$ cat src/rtl/uart_inst_loader_if.sv
// Instruction conduit between the UART loader (master) and the core's
// external-instruction port (slave).
interface uart_inst_loader_if;
  logic [31:0] ex_inst;
  logic        inst_valid;
  logic        inst_ready;

  modport master (output ex_inst, output inst_valid, input inst_ready);
  modport slave  (input ex_inst, input inst_valid, output inst_ready);
endinterface

$ cat src/rtl/uart_inst_loader.sv
// UART receiver packing little-endian bytes into 32-bit instruction words behind a small FIFO.
// Define UART_INST_LOADER_PARITY_EN for 8E1 framing with a sticky parity_err output.
module uart_inst_loader #(
  parameter int unsigned CLK_HZ     = 50_000_000,
  parameter int unsigned BAUD       = 115_200,
  parameter int unsigned FIFO_DEPTH = 4,
  parameter int unsigned IDLE_BYTES = 2
) (
  input  logic                 clk_riscv,
  input  logic                 rst_in,
  input  logic                 uart_rx,
  uart_inst_loader_if.master   ex_if,
  output logic                 frame_err,
  output logic                 overrun,
`ifdef UART_INST_LOADER_PARITY_EN
  output logic                 parity_err,
`endif
  input  logic                 err_clr
);

  localparam int unsigned DIV    = CLK_HZ / BAUD;
  localparam int unsigned HALF   = DIV / 2;
  localparam int unsigned CNT_W  = (DIV > 1) ? $clog2(DIV) : 1;
  localparam int unsigned TO_CYC = IDLE_BYTES * 10 * DIV;
  localparam int unsigned TO_W   = $clog2(TO_CYC + 1);
  localparam int unsigned PTR_W  = (FIFO_DEPTH > 1) ? $clog2(FIFO_DEPTH) : 1;
  localparam int unsigned OCC_W  = $clog2(FIFO_DEPTH + 1);

`ifdef UART_INST_LOADER_PARITY_EN
  typedef enum logic [2:0] {S_IDLE, S_START, S_DATA, S_PARITY, S_STOP} state_e;
`else
  typedef enum logic [2:0] {S_IDLE, S_START, S_DATA, S_STOP} state_e;
`endif

  state_e             state_q, state_d;
  logic [CNT_W-1:0]   cnt_q, cnt_d;
  logic [2:0]         bit_idx_q, bit_idx_d;
  logic [7:0]         shift_q, shift_d;
  logic [1:0]         byte_idx_q, byte_idx_d;
  logic [23:0]        word_q, word_d;
  logic [TO_W-1:0]    to_cnt_q, to_cnt_d;
  logic               rx_meta_q, rx_sync_q, rx_prev_q;
  logic               fall_c, byte_ok_c, push_c, frame_set_c;
  logic [31:0]        push_word_c;

  logic [31:0]        mem_q [FIFO_DEPTH];
  logic [PTR_W-1:0]   rd_ptr_q, rd_ptr_d, wr_ptr_q, wr_ptr_d;
  logic [OCC_W-1:0]   occ_q, occ_d, occ_left_c;
  logic               pop_c, push_ok_c, ovr_set_c;
  logic [31:0]        ex_inst_q, ex_inst_d;
  logic               inst_valid_q, inst_valid_d;
  logic               frame_err_q, overrun_q;
`ifdef UART_INST_LOADER_PARITY_EN
  logic               parity_bad_q, parity_bad_d, parity_set_c, parity_err_q;
`endif

  // Two-flop synchronizer plus one history flop for start-edge detection; idles high.
  always_ff @(posedge clk_riscv or negedge rst_in) begin
    if (!rst_in) begin
      rx_meta_q <= 1'b1;
      rx_sync_q <= 1'b1;
      rx_prev_q <= 1'b1;
    end else begin
      rx_meta_q <= uart_rx;
      rx_sync_q <= rx_meta_q;
      rx_prev_q <= rx_sync_q;
    end
  end

  assign fall_c      = rx_prev_q & ~rx_sync_q;
  assign push_word_c = {shift_q, word_q};

  // Receive FSM, word assembly and idle-line timeout.
  always_comb begin
    state_d     = state_q;
    cnt_d       = cnt_q + CNT_W'(1);
    bit_idx_d   = bit_idx_q;
    shift_d     = shift_q;
    byte_idx_d  = byte_idx_q;
    word_d      = word_q;
    to_cnt_d    = '0;
    byte_ok_c   = 1'b0;
    push_c      = 1'b0;
    frame_set_c = 1'b0;
`ifdef UART_INST_LOADER_PARITY_EN
    parity_bad_d = parity_bad_q;
    parity_set_c = 1'b0;
`endif
    case (state_q)
      S_IDLE: begin
        cnt_d = '0;
        if (fall_c) begin
          state_d = S_START;
        end else if (byte_idx_q != 2'd0 && rx_sync_q) begin
          if (to_cnt_q == TO_W'(TO_CYC - 1)) byte_idx_d = 2'd0;
          else                               to_cnt_d   = to_cnt_q + TO_W'(1);
        end
      end
      S_START: begin
        if (cnt_q == CNT_W'(HALF - 1)) begin
          cnt_d     = '0;
          bit_idx_d = 3'd0;
          state_d   = rx_sync_q ? S_IDLE : S_DATA;
        end
      end
      S_DATA: begin
        if (cnt_q == CNT_W'(DIV - 1)) begin
          cnt_d     = '0;
          shift_d   = {rx_sync_q, shift_q[7:1]};
          bit_idx_d = bit_idx_q + 3'd1;
`ifdef UART_INST_LOADER_PARITY_EN
          if (bit_idx_q == 3'd7) state_d = S_PARITY;
`else
          if (bit_idx_q == 3'd7) state_d = S_STOP;
`endif
        end
      end
`ifdef UART_INST_LOADER_PARITY_EN
      S_PARITY: begin
        if (cnt_q == CNT_W'(DIV - 1)) begin
          cnt_d        = '0;
          parity_bad_d = rx_sync_q ^ (^shift_q);
          parity_set_c = parity_bad_d;
          state_d      = S_STOP;
        end
      end
`endif
      S_STOP: begin
        if (cnt_q == CNT_W'(DIV - 1)) begin
          cnt_d   = '0;
          state_d = S_IDLE;
          if (!rx_sync_q) frame_set_c = 1'b1;
`ifdef UART_INST_LOADER_PARITY_EN
          else if (!parity_bad_q) byte_ok_c = 1'b1;
`else
          else byte_ok_c = 1'b1;
`endif
        end
      end
      default: state_d = S_IDLE;
    endcase

    if (byte_ok_c) begin
      byte_idx_d = byte_idx_q + 2'd1;
      case (byte_idx_q)
        2'd0:    word_d[7:0]   = shift_q;
        2'd1:    word_d[15:8]  = shift_q;
        2'd2:    word_d[23:16] = shift_q;
        default: push_c        = 1'b1;
      endcase
    end
  end

  // FIFO bookkeeping; a pop frees the slot before a same-cycle push is judged.
  always_comb begin
    pop_c        = inst_valid_q & ex_if.inst_ready;
    push_ok_c    = push_c & ((occ_q != OCC_W'(FIFO_DEPTH)) | pop_c);
    ovr_set_c    = push_c & ~push_ok_c;
    rd_ptr_d     = rd_ptr_q + PTR_W'(pop_c);
    wr_ptr_d     = wr_ptr_q + PTR_W'(push_ok_c);
    occ_left_c   = occ_q - OCC_W'(pop_c);
    occ_d        = occ_left_c + OCC_W'(push_ok_c);
    inst_valid_d = (occ_d != '0);
    ex_inst_d    = ex_inst_q;
    if (occ_d != '0) ex_inst_d = (occ_left_c == '0) ? push_word_c : mem_q[rd_ptr_d];
  end

  always_ff @(posedge clk_riscv or negedge rst_in) begin
    if (!rst_in) begin
      state_q      <= S_IDLE;
      cnt_q        <= '0;
      bit_idx_q    <= '0;
      shift_q      <= '0;
      byte_idx_q   <= '0;
      word_q       <= '0;
      to_cnt_q     <= '0;
      rd_ptr_q     <= '0;
      wr_ptr_q     <= '0;
      occ_q        <= '0;
      ex_inst_q    <= '0;
      inst_valid_q <= 1'b0;
      frame_err_q  <= 1'b0;
      overrun_q    <= 1'b0;
    end else begin
      state_q      <= state_d;
      cnt_q        <= cnt_d;
      bit_idx_q    <= bit_idx_d;
      shift_q      <= shift_d;
      byte_idx_q   <= byte_idx_d;
      word_q       <= word_d;
      to_cnt_q     <= to_cnt_d;
      rd_ptr_q     <= rd_ptr_d;
      wr_ptr_q     <= wr_ptr_d;
      occ_q        <= occ_d;
      ex_inst_q    <= ex_inst_d;
      inst_valid_q <= inst_valid_d;
      frame_err_q  <= frame_set_c | (frame_err_q & ~err_clr);
      overrun_q    <= ovr_set_c | (overrun_q & ~err_clr);
    end
  end

`ifdef UART_INST_LOADER_PARITY_EN
  always_ff @(posedge clk_riscv or negedge rst_in) begin
    if (!rst_in) begin
      parity_bad_q <= 1'b0;
      parity_err_q <= 1'b0;
    end else begin
      parity_bad_q <= parity_bad_d;
      parity_err_q <= parity_set_c | (parity_err_q & ~err_clr);
    end
  end

  assign parity_err = parity_err_q;
`endif

  // Word storage carries no reset; only occupied slots are ever read.
  always_ff @(posedge clk_riscv) begin
    if (push_ok_c) mem_q[wr_ptr_q] <= push_word_c;
  end

  assign ex_if.ex_inst    = ex_inst_q;
  assign ex_if.inst_valid = inst_valid_q;
  assign frame_err        = frame_err_q;
  assign overrun          = overrun_q;

endmodule

$ cat src/flat_wrapper.sv
// flat-port wrapper written by rule: the top's interface ports become plain ports
module uart_inst_loader_flat 
#(
  parameter int unsigned CLK_HZ     = 50_000_000,
  parameter int unsigned BAUD       = 115_200,
  parameter int unsigned FIFO_DEPTH = 4,
  parameter int unsigned IDLE_BYTES = 2
)
  (clk_riscv, rst_in, uart_rx, frame_err, overrun, err_clr, ex_if_ex_inst, ex_if_inst_valid, ex_if_inst_ready);
  uart_inst_loader_if ex_if_i ();
  input  logic clk_riscv;
  input  logic rst_in;
  input  logic uart_rx;
  output logic frame_err;
  output logic overrun;
  input  logic err_clr;
  output wire logic [$bits(ex_if_i.ex_inst)-1:0] ex_if_ex_inst;
  output wire logic [$bits(ex_if_i.inst_valid)-1:0] ex_if_inst_valid;
  input wire logic [$bits(ex_if_i.inst_ready)-1:0] ex_if_inst_ready;
  assign ex_if_ex_inst = ex_if_i.ex_inst;
  assign ex_if_inst_valid = ex_if_i.inst_valid;
  assign ex_if_i.inst_ready = ex_if_inst_ready;
  uart_inst_loader #(.CLK_HZ(CLK_HZ), .BAUD(BAUD), .FIFO_DEPTH(FIFO_DEPTH), .IDLE_BYTES(IDLE_BYTES)) u_core (.clk_riscv(clk_riscv), .rst_in(rst_in), .uart_rx(uart_rx), .ex_if(ex_if_i), .frame_err(frame_err), .overrun(overrun), .err_clr(err_clr));
endmodule
$ cat config.mk
export PLATFORM = sky130hd
export DESIGN_NAME = uart_inst_loader_flat
export DESIGN_NICKNAME = d
export VERILOG_FILES = /design/src/rtl/uart_inst_loader_if.sv /design/src/rtl/uart_inst_loader.sv /design/src/flat_wrapper.sv
export SDC_FILE = /design/constraint.sdc
export NUM_CORES = 1
export LEC_CHECK = 0
export ABC_AREA = 1
export ABC_CLOCK_PERIOD_IN_PS = 2750
export CORE_MARGIN = 4
export CORE_UTILIZATION = 49
export CTS_CLUSTER_DIAMETER = 60
export DETAILED_ROUTE_END_ITERATION = 8
export PLACE_DENSITY = 0.69
export SETUP_SLACK_MARGIN = 0.1
export SYNTH_ARGS = -nofsm -noshare
export SYNTH_HDL_FRONTEND = slang
export SYNTH_SLANG_ARGS = --single-unit
$ cat constraint.sdc
create_clock -name clk_riscv -period 2.75 [get_ports clk_riscv]
set_input_delay 0.55 -clock clk_riscv [delete_from_list [all_inputs] [get_ports clk_riscv]]
set_output_delay 0.55 -clock clk_riscv [all_outputs]
set_load 0.03 [all_outputs]
**Yosys cells after proc, flatten, opt, wreduce, memory -nomap -nowiden**

Memory sizes are Yosys's and may differ from the RTL's.
Cells that the tools add are included.
Widths: inputs -> output; s select.

- Flip-flop bits (word level): 108
- Bits of input ports: 5
- Output and inout port bits: 35
- Memories: 1
- Bits in writable memories: 128

Memory list:

| memory | depth | bits a word | read ports | clocked after Yosys merged registers in | wr ports | line | text |
|---|---|---|---|---|---|---|---|
| u_core.mem_q | 4 | 32 | 1 | 0 | 1 | uart_inst_loader.sv:46 | `logic [31:0] mem_q [FIFO_DEPTH];` |

- Mux-type cells: 33
- Eq/ne operators: 16
- Bitwise logic cells: 12
- Reductions and logical operators: 19
- Add/sub/neg operators: 8

Operator list:

| operator | count |
|---|---|
| $mux 14 | 4 |
| $mux 32 | 1 |
| $pmux 9 s3 | 1 |
| $mux 3 | 7 |
| $mux 9 | 2 |
| $add 14x1->14 const B | 1 |
| $eq 14x14->1 const B | 1 |
| $mux 2 | 6 |
| $pmux 3 s4 | 1 |
| $mux 1 | 10 |
| $ne 2x1->1 const B | 5 |
| $reduce_bool 2->1 | 5 |
| $add 9x1->9 const B | 1 |
| $eq 9x8->1 const B | 1 |
| $eq 9x9->1 const B | 1 |
| $reduce_and 2->1 | 4 |
| $and 1x1->1 | 6 |
| $eq 3x2->1 const B | 2 |
| $logic_not 3->1 | 2 |
| $pmux 3 s2 | 1 |
| $reduce_and 5->1 | 1 |
| $add 2x1->2 | 2 |
| $reduce_and 4->1 | 1 |
| $add 3x1->3 | 1 |
| 17 further kinds | 21 |

**Logic depth before layout (Yosys ltp)**

- Depth in word-level cells: 8
- Depth in mapped cells: 17
- Mapped depth without buffers: 15

**Worst setup path before layout**

Ideal clock, no wire load.

- Kind: reg2reg
- From: register u_core.cnt_q[1]
- To: memory u_core.mem_q[0][0], enable pin
- Arrival time: 2.571 ns
- Cell stages (with the launch flop): 9
- Path slack: -0.242 ns
- Data required time: 2.329 ns
- Setup time: 0.421 ns
- Clock period less this slack: 2.992 ns
- Path buffers: 0
- Cell sequence: dfrtp_1 -> inv_1 -> ha_1 -> nand2_1 -> nor2_4 -> nand3_4 -> nor2_8 -> nand4_1 -> nor2_1

- Word-level cells in the longest chain between the ends: 7

Ends and longest elaborated chain:

| element | line | text |
|---|---|---|
| start, declared | uart_inst_loader.sv:36 | `logic [CNT_W-1:0] cnt_q, cnt_d;` |
| start signal, assigned | uart_inst_loader.sv:186 | `cnt_q <= cnt_d;` |
| $eq 9x9->1 | uart_inst_loader.sv:129 | `if (cnt_q == CNT_W'(DIV - 1)) begin` |
| $mux 1 | uart_inst_loader.sv:129 |  |
| $mux 1 | uart_inst_loader.sv:89 | `case (state_q)` |
| $mux 1 | uart_inst_loader.sv:143 | `if (byte_ok_c) begin` |
| $and 1x1->1 | uart_inst_loader.sv:157 | `push_ok_c = push_c & ((occ_q != OCC_W'(FIFO_DEPTH)) \| pop_c);` |
| $mux 1 | uart_inst_loader.sv:218 | `if (push_ok_c) mem_q[wr_ptr_q] <= push_word_c;` |
| $mux 1 (not written as such) | uart_inst_loader.sv:218 |  |
| end, declared | uart_inst_loader.sv:46 |  |

Every way passes these cells.

**Worst setup path after layout**

- From: register u_core.cnt_q[1]
- To: register u_core.ex_inst_q[22], in the netlist u_core.ex_if.ex_inst[22]

- Word-level cells in the longest chain between the ends: 7

Ends and longest elaborated chain:

| element | line | text |
|---|---|---|
| $eq 9x9->1 | uart_inst_loader.sv:129 |  |
| $mux 1 | uart_inst_loader.sv:129 |  |
| $mux 1 | uart_inst_loader.sv:89 |  |
| $mux 1 | uart_inst_loader.sv:143 |  |
| $and 1x1->1 | uart_inst_loader.sv:157 |  |
| $add 3x1->3 | uart_inst_loader.sv:162 | `occ_d = occ_left_c + OCC_W'(push_ok_c);` |
| named net u_core.occ_d[1] | uart_inst_loader.sv:48 | `logic [OCC_W-1:0] occ_q, occ_d, occ_left_c;` |
| $reduce_bool 3->1 | uart_inst_loader.sv:165 | `if (occ_d != '0) ex_inst_d = (occ_left_c == '0) ? push_word_c : mem_q[rd_ptr_d];` |
| end signal, assigned | uart_inst_loader.sv:195 | `ex_inst_q <= ex_inst_d;` |
| end, declared | uart_inst_loader.sv:50 | `logic [31:0] ex_inst_q, ex_inst_d;` |

The timed path passes the listed nets, and every way through them passes these cells.
A chain may end at the register's enable or synchronous reset.

==> run summary <==
Diodes inserted: 0
# clock sinks: 235
DIE AREA: 23,200 sq um
mapped cell area: 10,200 sq um
IO Pins: 40
Placed Area: 11,100 sq um
fin crit share: 0.907
overall power: 10.4 mW
ratio of cells with drive above 1 in the final layout: 0.0876
Fillers: 1,698
WL/cell: 15.2 microns
final worst setup slack: 0.255 ns
GR Util met2: 0.310
Most used DFF post-synth: edfxtp_1
critical path type: reg -> reg
post-DR vias/cell: 4.95
Final Hold Viols: 0
sequential-to-total area share from yosys stat: 0.640
Worst Path Max Fanout: 16
status: finished clean
Top Usage Layer GRT: met2
die width: 152 microns
P_leak: 4.97 nW
Final nets: 1,112
DR iter-0 viols: 575
Initial Utilization: 0.501
Hold Crit Class: in -> async
vias in the first global route: 6,673
DP HPWL: 11.8 mm
M3 GR Usage: 0.0256
pre-CTS setup slack: -0.0439 ns
Longest Clk Path Bufs: 3
Synth area leader: edfxtp_1
die height: 152 microns
hold buffers post-CTS: 0
Area growth syn-to-layout: 17.4%
most frequent cells in the layout: 258 x nand2_1, 178 x inv_1, 128 x edfxtp_1
syn nets: 1,056
CP Launch Type: flop
Fmax: 0.401 GHz
Worst-Margin Slew: 0.608 ns
final WL: 20.9 mm
Synth async-reset ratio: 0.455
antenna violations before repair: 0
Distinct cells, synth: 32
R2R cell count: 15
core footprint: 20,400 sq um
Data required, critical path: 3.13 ns
Peak VDD IR: 0.000553 V
Clock Latency Late Sink: 0.52 ns
Reg-to-Reg End: u_core.ex_if.ex_inst[22]
overall routing resource usage: 0.175
H-tree depth: 1
GPL Wtd Cong: 0.773
maxcap violations: 0
DR pass1 iterations: 5
Rows: 52
Power Dens Cells: 870 nW/um^2
Synth area leaders: edfxtp_1 38%, dfrtp_1 26%, nand2_1 9.5%
first-pass GRT wire length: 33.7 mm
Clock Pin Slew Worst Setup and Hold Paths: 0.06 ns
final instance area: 12,000 sq um
Yosys top cell area share: 0.377
Port Buffers: 39
Post-Syn Area per Cell: 9.89 sq um
# setup viols final: 0
fin crit period: 2.49 ns
clk_skew: 0.0108 ns
synth warn: 0
largest net degree at the start of global routing: 108
relative slew slack: 0.594
reg2reg setup slack: 0.26 ns
CTS Buf Count: 27
overflow left after global routing: 0
Slew Viols, Final: 0
most common cell after layout, fill and taps aside: nand2_1
Post-Syn Instances: 1,031
critical path endpoint category: flop
number of flops mapped to enable cells by yosys: 128
Root Driver: clkbuf_16
Post-DRT Antenna Nets: 0
CP arrival: 2.88 ns
Yosys reg bits: 235
Vias: 6,811
GRT met1 Usage: 0.230
RSZ-0062 raised after global routing: yes
CTS tree: yes
DRC: 0
FF-to-FF Start: u_core.cnt_q[1]
## sequential cells by signal, indices dropped and copies added, names as in the netlist
name	count
u_core.word_q	24
u_core.shift_q	8
u_core.cnt_q	9
u_core.rx_prev_q	1
u_core.rx_meta_q	1
u_core.byte_idx_q	2
u_core.wr_ptr_q	2
u_core.ex_if.inst_valid	1
u_core.frame_err	1
u_core.to_cnt_q	14
u_core.state_q	2
u_core.overrun	1
u_core.bit_idx_q	3
u_core.ex_if.ex_inst	32
u_core.occ_q	3
u_core.rd_ptr_q	2
u_core.rx_sync_q	1
u_core.mem_q	128
## critical path, cell delays in order, from the launching register on
cell	delay, ns
dfrtp_1	0.40
inv_1	0.09
ha_1	0.15
nand2_1	0.08
nor2_4	0.15
nand3_4	0.12
nor2_8	0.10
nand2_1	0.06
nor2_2	0.12
ha_1	0.16
ha_1	0.24
nor2_2	0.14
nand3_4	0.16
buf_12	0.20
nand3_1	0.09
o21ai_0	0.10
## kinds of logic (layout without fill, tap and decap cells)
kind of cell | after synthesis | after routing | share of synthesized area
simple gates | 408 | 408 | 0.171
compound gates | 143 | 143 | 0.0739
xor+xnor | 9 | 9 | 0.00773
buf+inv | 216 | 292 | 0.0833
flops | 235 | 235 | 0.640
fa+ha+maj | 20 | 20 | 0.0245
## metal layers
layer	wire length [microns]	up-vias	part of all wire
met5	0	-	0
li1	-	3436	-
met2	10500	133	0.50
met1	9180	3214	0.44
met4	309	0	0.015
met3	953	28	0.046
## cell type report
cell class | count | area (sq um) | share of cell area
Sequential cell | 235 | 6530 | 0.545
Clock inverter | 14 | 145 | 0.0121
Clock buffer | 35 | 706 | 0.0589
Timing Repair Buffer | 64 | 711 | 0.0593
Tap cell | 270 | 338 | 0.0282
Inverter | 179 | 672 | 0.0561
Multi-Input combinational cell | 580 | 2880 | 0.240
## synthesized netlist by cell type (6+ instances only)
master and number:
inv_1 178, nor2_1 41, ha_1 20, nand2_1 258, nand4_1 10, buf_2 13
o21ai_0 101, o21ai_1 25, nor3_1 8, dfrtp_1 104, nand3_1 79, clkbuf_1 17
xor2_1 6, edfxtp_1 128, o21ai_2 8
## repair_timing
| item | 4_1_cts | 5_1_grt |
|---|---|---|
| resized for setup | 0 | 3 |
| setup endpoints to repair | 0 | 32 |
| setup buffers | 0 | 1 |
## how the worst max path moves through the flow
stage                     start                        to  depth (start not counted)
2_1_floorplan   u_core.cnt_q[1]        u_core.mem_q[0][0]                          8
3_3_place_gp   ex_if_inst_ready  u_core.ex_if.ex_inst[10]                         12
3_5_place_dp   ex_if_inst_ready  u_core.ex_if.ex_inst[22]                         12
4_1_cts         u_core.cnt_q[1]  u_core.ex_if.ex_inst[22]                         15
5_1_grt         u_core.cnt_q[1]  u_core.ex_if.ex_inst[22]                         15
6_report        u_core.cnt_q[1]  u_core.ex_if.ex_inst[22]                         15
## report_power, final
| part | switching, mW | internal, mW | leakage (nW) | total, mW |
|---|---|---|---|---|
| clock | 1.35 | 2.08 | 0.421 | 3.43 |
| combinational | 1.95 | 1.01 | 1.62 | 2.97 |
| sequential | 0.135 | 3.89 | 2.93 | 4.02 |
| total | 3.44 | 6.99 | 4.97 | 10.4 |
## through the flow
step / hold slack, ns / TNS (ns) / utilization / cells
floorplan: 0.254 / -30.96 / - / 1031
global placement: 0.346 / 0 / 0.543 / 1325
detailed placement: 0.349 / -0.131 / 0.543 / 1325
CTS: 0.139 / 0 / 0.585 / 1374
global route: 0.144 / 0 / 0.588 / 1377
finish: 0.0931 / 0 / 0.588 / 1377
Note: power is estimated with default switching activity, not from simulation.
